<file path="config.mk">
export PLATFORM = sky130hd
export DESIGN_NAME = uart_tx_arbiter_flat
export DESIGN_NICKNAME = d
export VERILOG_FILES = /design/src/rtl/uart_tx_arbiter_if.sv /design/src/rtl/uart_tx_arbiter.sv /design/src/flat_wrapper.sv
export SDC_FILE = /design/constraint.sdc
export NUM_CORES = 1
export LEC_CHECK = 0
export BUFFER_PORTS_ARGS = -buffer_cell sky130_fd_sc_hd__buf_2
export CAP_MARGIN = 15
export CORE_MARGIN = 2
export CORE_UTILIZATION = 40
export DETAILED_ROUTE_END_ITERATION = 8
export PLACE_DENSITY = 0.87
export SYNTH_ARGS = -nofsm -noshare
export SYNTH_HDL_FRONTEND = slang
export SYNTH_SLANG_ARGS = --single-unit
export TNS_END_PERCENT = 30
</file>
<file path="constraint.sdc">
create_clock -name clk -period 2.9 [get_ports clk]
set_input_delay 0.435 -clock clk [delete_from_list [all_inputs] [get_ports clk]]
set_output_delay 0.435 -clock clk [all_outputs]
set_load 0.005 [all_outputs]
</file>
<file path="src/rtl/uart_tx_arbiter_if.sv">
// Requester and tx-engine signals of the UART transmit arbiter; master = arbiter side.
// Slices are per requester: req_data[8i+7:8i], req_cfg[3i+2:3i] = {eight,pen,ohel}.
interface uart_tx_arbiter_if #(
    parameter int NREQ  = 4,
    parameter int GW    = 2,
    parameter int CNT_W = 16
);
    logic [NREQ-1:0]       req;
    logic [8*NREQ-1:0]     req_data;
    logic [3*NREQ-1:0]     req_cfg;
    logic [NREQ-1:0]       ack;
    logic [GW-1:0]         grant;
    logic                  busy;
    logic                  txrdy;
    logic                  load;
    logic [7:0]            out_port;
    logic                  eight;
    logic                  pen;
    logic                  ohel;
    logic [CNT_W*NREQ-1:0] sent_count;

    modport master (
        input  req, req_data, req_cfg, txrdy,
        output ack, grant, busy, load, out_port, eight, pen, ohel, sent_count
    );

    modport slave (
        output req, req_data, req_cfg, txrdy,
        input  ack, grant, busy, load, out_port, eight, pen, ohel, sent_count
    );
endinterface

</file>
<file path="src/rtl/uart_tx_arbiter.sv">
// Round-robin sharing of one UART tx engine among NREQ requesters; per-requester counters under UART_TX_ARBITER_STATS_EN.
// Latency: load/ack one cycle after a request is seen in IDLE with txrdy high; all outputs registered.
// Backpressure: no grant while txrdy is low or a frame is in flight; next load no sooner than 2 cycles after txrdy rises.
module uart_tx_arbiter #(
    parameter int NREQ  = 4,
    parameter int GW    = 2,
    parameter int CNT_W = 16
) (
    input  logic                    clk,
    input  logic                    reset,
    uart_tx_arbiter_if.master       bus
);
    typedef enum logic [1:0] {IDLE, LOAD, WAIT_BUSY, WAIT_DONE} state_t;

    state_t          state_q, state_d;
    logic [GW-1:0]   ptr_q, ptr_d;
    logic [GW-1:0]   grant_q, grant_d;
    logic [NREQ-1:0] ack_q, ack_d;
    logic            load_q, load_d;
    logic            busy_q, busy_d;
    logic [7:0]      data_q, data_d;
    logic [2:0]      cfg_q, cfg_d;

    logic            found;
    logic [GW-1:0]   win;
    logic [GW-1:0]   cand;
    logic [7:0]      sel_data;
    logic [2:0]      sel_cfg;

    // Search starts just after the last winner so every holder gets a turn within NREQ-1 frames.
    always_comb begin
        found = 1'b0;
        win   = '0;
        cand  = '0;
        for (int k = 1; k <= NREQ; k++) begin
            cand = GW'((int'(ptr_q) + k) % NREQ);
            if (!found && bus.req[cand]) begin
                found = 1'b1;
                win   = cand;
            end
        end
    end

    always_comb begin
        sel_data = '0;
        sel_cfg  = '0;
        for (int i = 0; i < NREQ; i++) begin
            if (win == GW'(i)) begin
                sel_data = bus.req_data[8*i +: 8];
                sel_cfg  = bus.req_cfg[3*i +: 3];
            end
        end
    end

    always_comb begin
        state_d = state_q;
        ptr_d   = ptr_q;
        grant_d = grant_q;
        ack_d   = '0;
        load_d  = 1'b0;
        busy_d  = busy_q;
        data_d  = data_q;
        cfg_d   = cfg_q;
        case (state_q)
            IDLE: begin
                if (bus.txrdy && found) begin
                    load_d  = 1'b1;
                    ack_d   = NREQ'(1) << win;
                    data_d  = sel_data;
                    cfg_d   = sel_cfg;
                    grant_d = win;
                    ptr_d   = win;
                    busy_d  = 1'b1;
                    state_d = LOAD;
                end
            end
            LOAD:      state_d = WAIT_BUSY;
            WAIT_BUSY: if (!bus.txrdy) state_d = WAIT_DONE;
            WAIT_DONE: begin
                if (bus.txrdy) begin
                    busy_d  = 1'b0;
                    state_d = IDLE;
                end
            end
            default:   state_d = IDLE;
        endcase
    end

    always_ff @(posedge clk or posedge reset) begin
        if (reset) begin
            state_q <= IDLE;
            ptr_q   <= GW'(NREQ - 1);
            grant_q <= '0;
            ack_q   <= '0;
            load_q  <= 1'b0;
            busy_q  <= 1'b0;
            data_q  <= 8'h00;
            cfg_q   <= 3'b100;
        end else begin
            state_q <= state_d;
            ptr_q   <= ptr_d;
            grant_q <= grant_d;
            ack_q   <= ack_d;
            load_q  <= load_d;
            busy_q  <= busy_d;
            data_q  <= data_d;
            cfg_q   <= cfg_d;
        end
    end

    assign bus.ack      = ack_q;
    assign bus.grant    = grant_q;
    assign bus.load     = load_q;
    assign bus.busy     = busy_q;
    assign bus.out_port = data_q;
    assign bus.eight    = cfg_q[2];
    assign bus.pen      = cfg_q[1];
    assign bus.ohel     = cfg_q[0];

`ifdef UART_TX_ARBITER_STATS_EN
    logic [CNT_W*NREQ-1:0] cnt_q, cnt_d;

    // Counts follow the registered ack, so a slice moves one cycle after its ack pulse.
    always_comb begin
        cnt_d = cnt_q;
        for (int i = 0; i < NREQ; i++) begin
            if (ack_q[i] && (cnt_q[CNT_W*i +: CNT_W] != {CNT_W{1'b1}})) begin
                cnt_d[CNT_W*i +: CNT_W] = cnt_q[CNT_W*i +: CNT_W] + CNT_W'(1);
            end
        end
    end

    always_ff @(posedge clk or posedge reset) begin
        if (reset) begin
            cnt_q <= '0;
        end else begin
            cnt_q <= cnt_d;
        end
    end

    assign bus.sent_count = cnt_q;
`else
    assign bus.sent_count = '0;
`endif
endmodule

</file>
<file path="src/flat_wrapper.sv">
// flat-port wrapper written by rule: the top's interface ports become plain ports
module uart_tx_arbiter_flat 
#(
    parameter int NREQ  = 4,
    parameter int GW    = 2,
    parameter int CNT_W = 16
)
  (clk, reset, bus_req, bus_req_data, bus_req_cfg, bus_txrdy, bus_ack, bus_grant, bus_busy, bus_load, bus_out_port, bus_eight, bus_pen, bus_ohel, bus_sent_count);
  uart_tx_arbiter_if #(.NREQ(NREQ), .GW(GW), .CNT_W(CNT_W)) bus_i ();
  input  logic clk;
  input  logic reset;
  input wire logic [$bits(bus_i.req)-1:0] bus_req;
  input wire logic [$bits(bus_i.req_data)-1:0] bus_req_data;
  input wire logic [$bits(bus_i.req_cfg)-1:0] bus_req_cfg;
  input wire logic [$bits(bus_i.txrdy)-1:0] bus_txrdy;
  output wire logic [$bits(bus_i.ack)-1:0] bus_ack;
  output wire logic [$bits(bus_i.grant)-1:0] bus_grant;
  output wire logic [$bits(bus_i.busy)-1:0] bus_busy;
  output wire logic [$bits(bus_i.load)-1:0] bus_load;
  output wire logic [$bits(bus_i.out_port)-1:0] bus_out_port;
  output wire logic [$bits(bus_i.eight)-1:0] bus_eight;
  output wire logic [$bits(bus_i.pen)-1:0] bus_pen;
  output wire logic [$bits(bus_i.ohel)-1:0] bus_ohel;
  output wire logic [$bits(bus_i.sent_count)-1:0] bus_sent_count;
  assign bus_i.req = bus_req;
  assign bus_i.req_data = bus_req_data;
  assign bus_i.req_cfg = bus_req_cfg;
  assign bus_i.txrdy = bus_txrdy;
  assign bus_ack = bus_i.ack;
  assign bus_grant = bus_i.grant;
  assign bus_busy = bus_i.busy;
  assign bus_load = bus_i.load;
  assign bus_out_port = bus_i.out_port;
  assign bus_eight = bus_i.eight;
  assign bus_pen = bus_i.pen;
  assign bus_ohel = bus_i.ohel;
  assign bus_sent_count = bus_i.sent_count;
  uart_tx_arbiter #(.NREQ(NREQ), .GW(GW), .CNT_W(CNT_W)) u_core (.clk(clk), .reset(reset), .bus(bus_i));
endmodule
</file>
* Yosys cells after proc, flatten, opt, wreduce, memory -nomap -nowiden
Index checks and enable logic that the tools add are counted.
** Storage, ports and cells
- Register bits :: 23
- Input port bits :: 51
- Word-level logic and storage cells :: 74
** Cells by class
- Shift operators :: 1
- Magnitude comparators :: 4
- Add/subtract/negate cells :: 4
- Reductions and logical operators :: 13
- Multiplexer cells :: 35
- Equal/unequal tests :: 9
** Operators with widths (count)
- 8-bit 2-to-1 mux :: 4
- 2-bit 2-to-1 mux :: 7
- 2-bit by 3-bit < comparator with 1-bit output (second input constant) :: 4
- 1-bit 2-to-1 mux :: 12
- 3-bit 2-to-1 mux :: 4
- 1-bit binary-select mux with 2-bit select :: 4
- 2-bit equality test (second input constant) :: 4
- 4-bit 2-to-1 mux :: 2
- 2-bit one-hot mux with 4 select lines :: 1
- 3-bit AND reduction :: 2
- 2-bit by 1-bit adder with 2-bit output (second input constant) :: 2
- 2-bit adder (second input constant) :: 2
- 2-bit by 1-bit equality test with 1-bit output (second input constant) :: 2
- 1-bit logical AND :: 4
- 2-bit logical NOT :: 2
- 2-bit != test (second input constant) :: 2
- 1-bit by 2-bit << shifter with 4-bit output (first input constant) :: 1
- 1-bit logical NOT :: 3
- 2-bit by 1-bit != test with 1-bit output (second input constant) :: 1
- 1-bit one-hot mux with 2 select lines :: 1
- 2-bit AND reduction :: 1
- 2-bit nonzero test :: 1

* Depth between registers and ports, before layout
- Word-level depth :: 18
- Depth in mapped cells :: 8
- Gate-level depth less buffers :: 7

* Worst setup path before layout
OpenSTA, ideal clock, no wires.
- Path type :: input -> register
- From :: input bus_req[1]
- To :: register u_core.data_q[0] (netlist: u_core.bus.out_port[0])
- Path buffers :: 2
- Stages :: 7
- Path slack :: 1198 ps
- Arrival time :: 1574 ps
- Cells stage by stage :: or2b_1 a21bo_2 and3_1 buf_6 buf_6 a211oi_2 a211oi_2
** Between the ends
- Longest elaborated chain between the ends :: 17
** RTL lines
- from (decl) :: line flat_wrapper.sv:12 : input wire logic [$bits(bus_i.req)-1:0] bus_req;
- 1-bit binary-select mux with 2-bit select :: line uart_tx_arbiter.sv:37 : if (!found && bus.req[cand]) begin
- 1-bit 2-to-1 mux (not written as such) :: line uart_tx_arbiter.sv:37
- 1-bit 2-to-1 mux :: line uart_tx_arbiter.sv:37
- 1-bit logical NOT :: line uart_tx_arbiter.sv:37
- 1-bit logical AND :: line uart_tx_arbiter.sv:37
- 1-bit 2-to-1 mux :: line uart_tx_arbiter.sv:37
- 1-bit logical NOT :: line uart_tx_arbiter.sv:37
- 1-bit logical AND :: line uart_tx_arbiter.sv:37
- 1-bit 2-to-1 mux :: line uart_tx_arbiter.sv:37
- 1-bit logical NOT :: line uart_tx_arbiter.sv:37
- 1-bit logical AND :: line uart_tx_arbiter.sv:37
- 2-bit 2-to-1 mux :: line uart_tx_arbiter.sv:37
- 2-bit logical NOT :: line uart_tx_arbiter.sv:48 : if (win == GW'(i)) begin
- 8-bit 2-to-1 mux (4 in a row) :: line uart_tx_arbiter.sv:48
- to (signal assigned) :: line uart_tx_arbiter.sv:106 : data_q <= data_d;
- to (decl) :: line uart_tx_arbiter.sv:21 : logic [7:0] data_q, data_d;
Several ways; a longest one is shown, not always the timed one. The select of a mux whose other input is x is not followed.
A chain may end at the register's enable or synchronous reset.

* Worst setup path in the final report
- From :: register u_core.ptr_q[0]
- To :: register u_core.data_q[4] (netlist: u_core.bus.out_port[4])
** Between the ends
- Longest elaborated chain between the ends :: 18
** RTL lines
- from (decl) :: line uart_tx_arbiter.sv:16 : logic [GW-1:0] ptr_q, ptr_d;
- from (signal assigned) :: line uart_tx_arbiter.sv:92 : ptr_q <= GW'(NREQ - 1);
- from (signal assigned) :: line uart_tx_arbiter.sv:101 : ptr_q <= ptr_d;
- 2-bit by 1-bit adder with 2-bit output :: line uart_tx_arbiter.sv:36 : cand = GW'((int'(ptr_q) + k) % NREQ);
- 1-bit binary-select mux with 2-bit select :: line uart_tx_arbiter.sv:37
- 1-bit 2-to-1 mux (not written as such) :: line uart_tx_arbiter.sv:37
- 1-bit 2-to-1 mux :: line uart_tx_arbiter.sv:37
- 1-bit logical NOT :: line uart_tx_arbiter.sv:37
- 1-bit logical AND :: line uart_tx_arbiter.sv:37
- 1-bit 2-to-1 mux :: line uart_tx_arbiter.sv:37
- 1-bit logical NOT :: line uart_tx_arbiter.sv:37
- 1-bit logical AND :: line uart_tx_arbiter.sv:37
- 1-bit 2-to-1 mux :: line uart_tx_arbiter.sv:37
- 1-bit logical NOT :: line uart_tx_arbiter.sv:37
- 1-bit logical AND :: line uart_tx_arbiter.sv:37
- 2-bit 2-to-1 mux :: line uart_tx_arbiter.sv:37
- 2-bit logical NOT :: line uart_tx_arbiter.sv:48
- 8-bit 2-to-1 mux (4 in a row) :: line uart_tx_arbiter.sv:48
Several ways; a longest one is shown, not always the timed one. The select of a mux whose other input is x is not followed.

==> flow_metrics.env <==
export IMPL_htreeDepth=1
export IMPL_max_freq_ghz=0.450
export IMPL_nNetsFinal=331
export IMPL_syn_to_final_growth_pct=8.64
export IMPL_insertion_delay_ns=0.26
export IMPL_slew_headroom_pct=43.9
export IMPL_yosys_top_cells_area="dfrtp_1, buf_4, a211oi_2, mux2i_1, dfstp_2"
export IMPL_clock_skew_ns=0.00210
export IMPL_grt_pass1_wl_um=6330
export IMPL_syn_cell_area_um2=1970
export IMPL_overflow=0
export IMPL_io_pins=134
export IMPL_reg2reg_depth=5
export IMPL_drive_gt1_share_pct=36.6
export IMPL_ff2ff_setup_slack_ns=0.68
export IMPL_worst_slew_pin_slew_ns=0.841
export IMPL_slowest_stage="and3_1"
export IMPL_post_synth_top_count_cell="buf_4"
export IMPL_grt_pass1_vias=1373
export IMPL_holdCritPathClass="in2async"
export IMPL_critical_path_max_stage_delay_ns=0.68
export IMPL_grtUsageTotal_pct=15.2
export IMPL_rsz0062_at_grt="no"
export IMPL_crit_required_ns=3.07
export IMPL_place_ws_ns=0.589
export IMPL_gp_congestion=0.731
export IMPL_ys_warn_count=0
export IMPL_leakage_nw=1.14
export IMPL_crit_end="u_core.bus.out_port[4]$_DFFE_PP0P_"
export IMPL_antenna_found_initial=0
export IMPL_ys_ff_latch=23
export IMPL_cp_arrival_ns=2.39
export IMPL_drtIter0Drc=84
export IMPL_ant_nets=0
export IMPL_yosys_top_cells_count="buf_4, dfrtp_1, nor2_1, a211oi_2, inv_1"
export IMPL_dieWidth_um=74.2
export IMPL_holdWs_ns=0.329
export IMPL_period_minus_slack_ns=2.22
export IMPL_fin_ws_ns=0.678
export IMPL_vias_per_cell=4.44
export IMPL_wire_per_inst_um=12.5
export IMPL_root_buffer="clkbuf_8"
export IMPL_ir_worst_vdd_v=0.000234
export IMPL_crit_chain="nand2b_1 > a21o_1 > and3_1 > a211oi_1 > a211oi_1"
export IMPL_drc=0
export IMPL_rr_endpoint="u_core.bus.out_port[4]$_DFFE_PP0P_"
export IMPL_post_route_period_util_pct=76.6
export IMPL_worstPathMaxFanout=15
export IMPL_setup_violations_final=0
export IMPL_synth_top_area_share_pct=25.4
export IMPL_worst_path_buf_inv=0
export IMPL_numCtsBuffers=3
export IMPL_worstSetupStartpoint="u_core.ptr_q[0]$_DFFE_PP1P_"
export IMPL_vias=1523
export IMPL_crit_path_end_kind="flip-flop"
export IMPL_ys_seq_area_share_pct=29.4
export IMPL_cts_resized=0
export IMPL_critical_path_class="reg2reg"
export IMPL_crit_top_cell="a211oi_1"
export IMPL_ys_flop_type="dfrtp_1"
export IMPL_cts_sinks=23
export IMPL_yosysTopAreaCell="dfrtp_1"
export IMPL_firstDrtPassIters=4
export IMPL_cts_hold_fix_buffers=0
export IMPL_synth_edf_count=0
export IMPL_rows=25
export IMPL_ys_types=36
export IMPL_cp_depth=5
export IMPL_cts_tree="done"
export IMPL_r2r_start="u_core.ptr_q[0]$_DFFE_PP1P_"
export IMPL_core_um2=4720
export IMPL_async_flop_share_pct=100
export IMPL_critPathTopFamily="simple AND/OR/NAND/NOR gates"
export IMPL_initial_core_util_pct=41.7
export IMPL_maxCapViolations=0
export IMPL_hold_viol_final=0
export IMPL_wl_um=4300
export IMPL_die_height_um=74.2
export IMPL_die_area_um2=5500
export IMPL_post_cts_setup_buffer_count=0
export IMPL_grt_max_degree=24
export IMPL_dpl_hpwl_um=3520
export IMPL_final_max_slew_viol_count=0
export IMPL_clk_pin_slew_worst_paths_ns=0.08
export IMPL_diodes=0
export IMPL_syn_avg_cell_area_um2=9.29
export IMPL_port_buffers=69
export IMPL_syn_inst=212
export IMPL_setup_tns_ns=0
export IMPL_clock_path_buffers=2
export IMPL_powerDensity_nw_per_um2=730
export IMPL_outcome="finished, final reports clean"
export IMPL_start_kind="flip-flop"
sequential cells by signal, summed over array words and instances (netlist names):
signal	count
u_core.cfg_q	3
u_core.bus.busy	1
u_core.ptr_q	2
u_core.state_q	2
u_core.bus.load	1
u_core.bus.grant	2
u_core.bus.ack	4
u_core.bus.out_port	8
power by group:
| group | switching (W) | internal [W] | leakage, nW | total [W] |
|---|---|---|---|---|
| registers | 0.0000828 | 0.000474 | 0.269 | 0.000557 |
| clock network | 0.0000985 | 0.0000980 | 0.0228 | 0.000196 |
| logic | 0.000462 | 0.000347 | 0.845 | 0.000809 |
metrics by stage:
stage | instances | util, % | cell area, um2 | power (W)
CTS | 343 | 45.3 | 2140 | 0.00158
finish | 343 | 45.3 | 2140 | 0.00156
floorplan | 275 | - | 2210 | 0.00122
detailed placement | 339 | 44.3 | 2090 | 0.00138
global placement | 339 | 44.3 | 2090 | 0.00134
global route | 343 | 45.3 | 2140 | 0.00169
worst reg2reg max path, cell delays in order (launching register included):
cell      delay [ns]
dfstp_2         0.55
nand2b_1        0.11
a21o_1          0.36
and3_1          0.68
a211oi_1        0.18
a211oi_1        0.25
metal layers:
layer | global-route usage, % | wire [um] | vias to the layer above
met3 | 4.47 | 447 | 8
li1 | - | - | 731
met4 | 7.88 | 80 | 0
met5 | 0 | 0 | -
met2 | 25.9 | 2120 | 89
met1 | 17.3 | 1650 | 695
cells by family after synthesis:
family | share of synthesized area, %
mux | 6.16
other cells | 0.190
compound gates | 21.2
buf+inv | 30.8
fa+ha+maj | 1.91
flops | 29.4
simple gates | 10.4
cells in the final DEF (no fill, tap or decap), drive strengths merged, types with 2 or more instances in the layout:
cell type,instances
nor2,19
a21oi,4
nand3,2
clkbuf,4
dfstp,3
or2b,3
nor3,4
a31oi,11
mux2i,11
inv,15
a21o,3
buf,70
conb,64
a211oi,22
dfrtp,20
nand2,4
o21ai,3
ha,3
layout make-up:
cell class              instances  area [um2]
fillers                       482        2580
flip-flops and latches         23         579
repair buffers                 70         353
clock buffers                   4        45.0
multi-input cells             164        1020
inverters                      15        58.8
well taps                      67        83.8
worst min-delay path by stage:
stage	start	endpoint	cells past startpoint
finish	reset	u_core.bus.out_port[7]$_DFFE_PP0P_	2
global placement	u_core.bus.grant[1]$_DFFE_PP0P_	u_core.bus.grant[1]$_DFFE_PP0P_	1
detailed placement	u_core.bus.grant[1]$_DFFE_PP0P_	u_core.bus.grant[1]$_DFFE_PP0P_	1
global route	reset	u_core.bus.out_port[7]$_DFFE_PP0P_	2
CTS	reset	u_core.bus.ack[2]$_DFF_PP0_	2
floorplan	reset	u_core.bus.ack[0]$_DFF_PP0_	1
(Power assumes the default switching activity.)
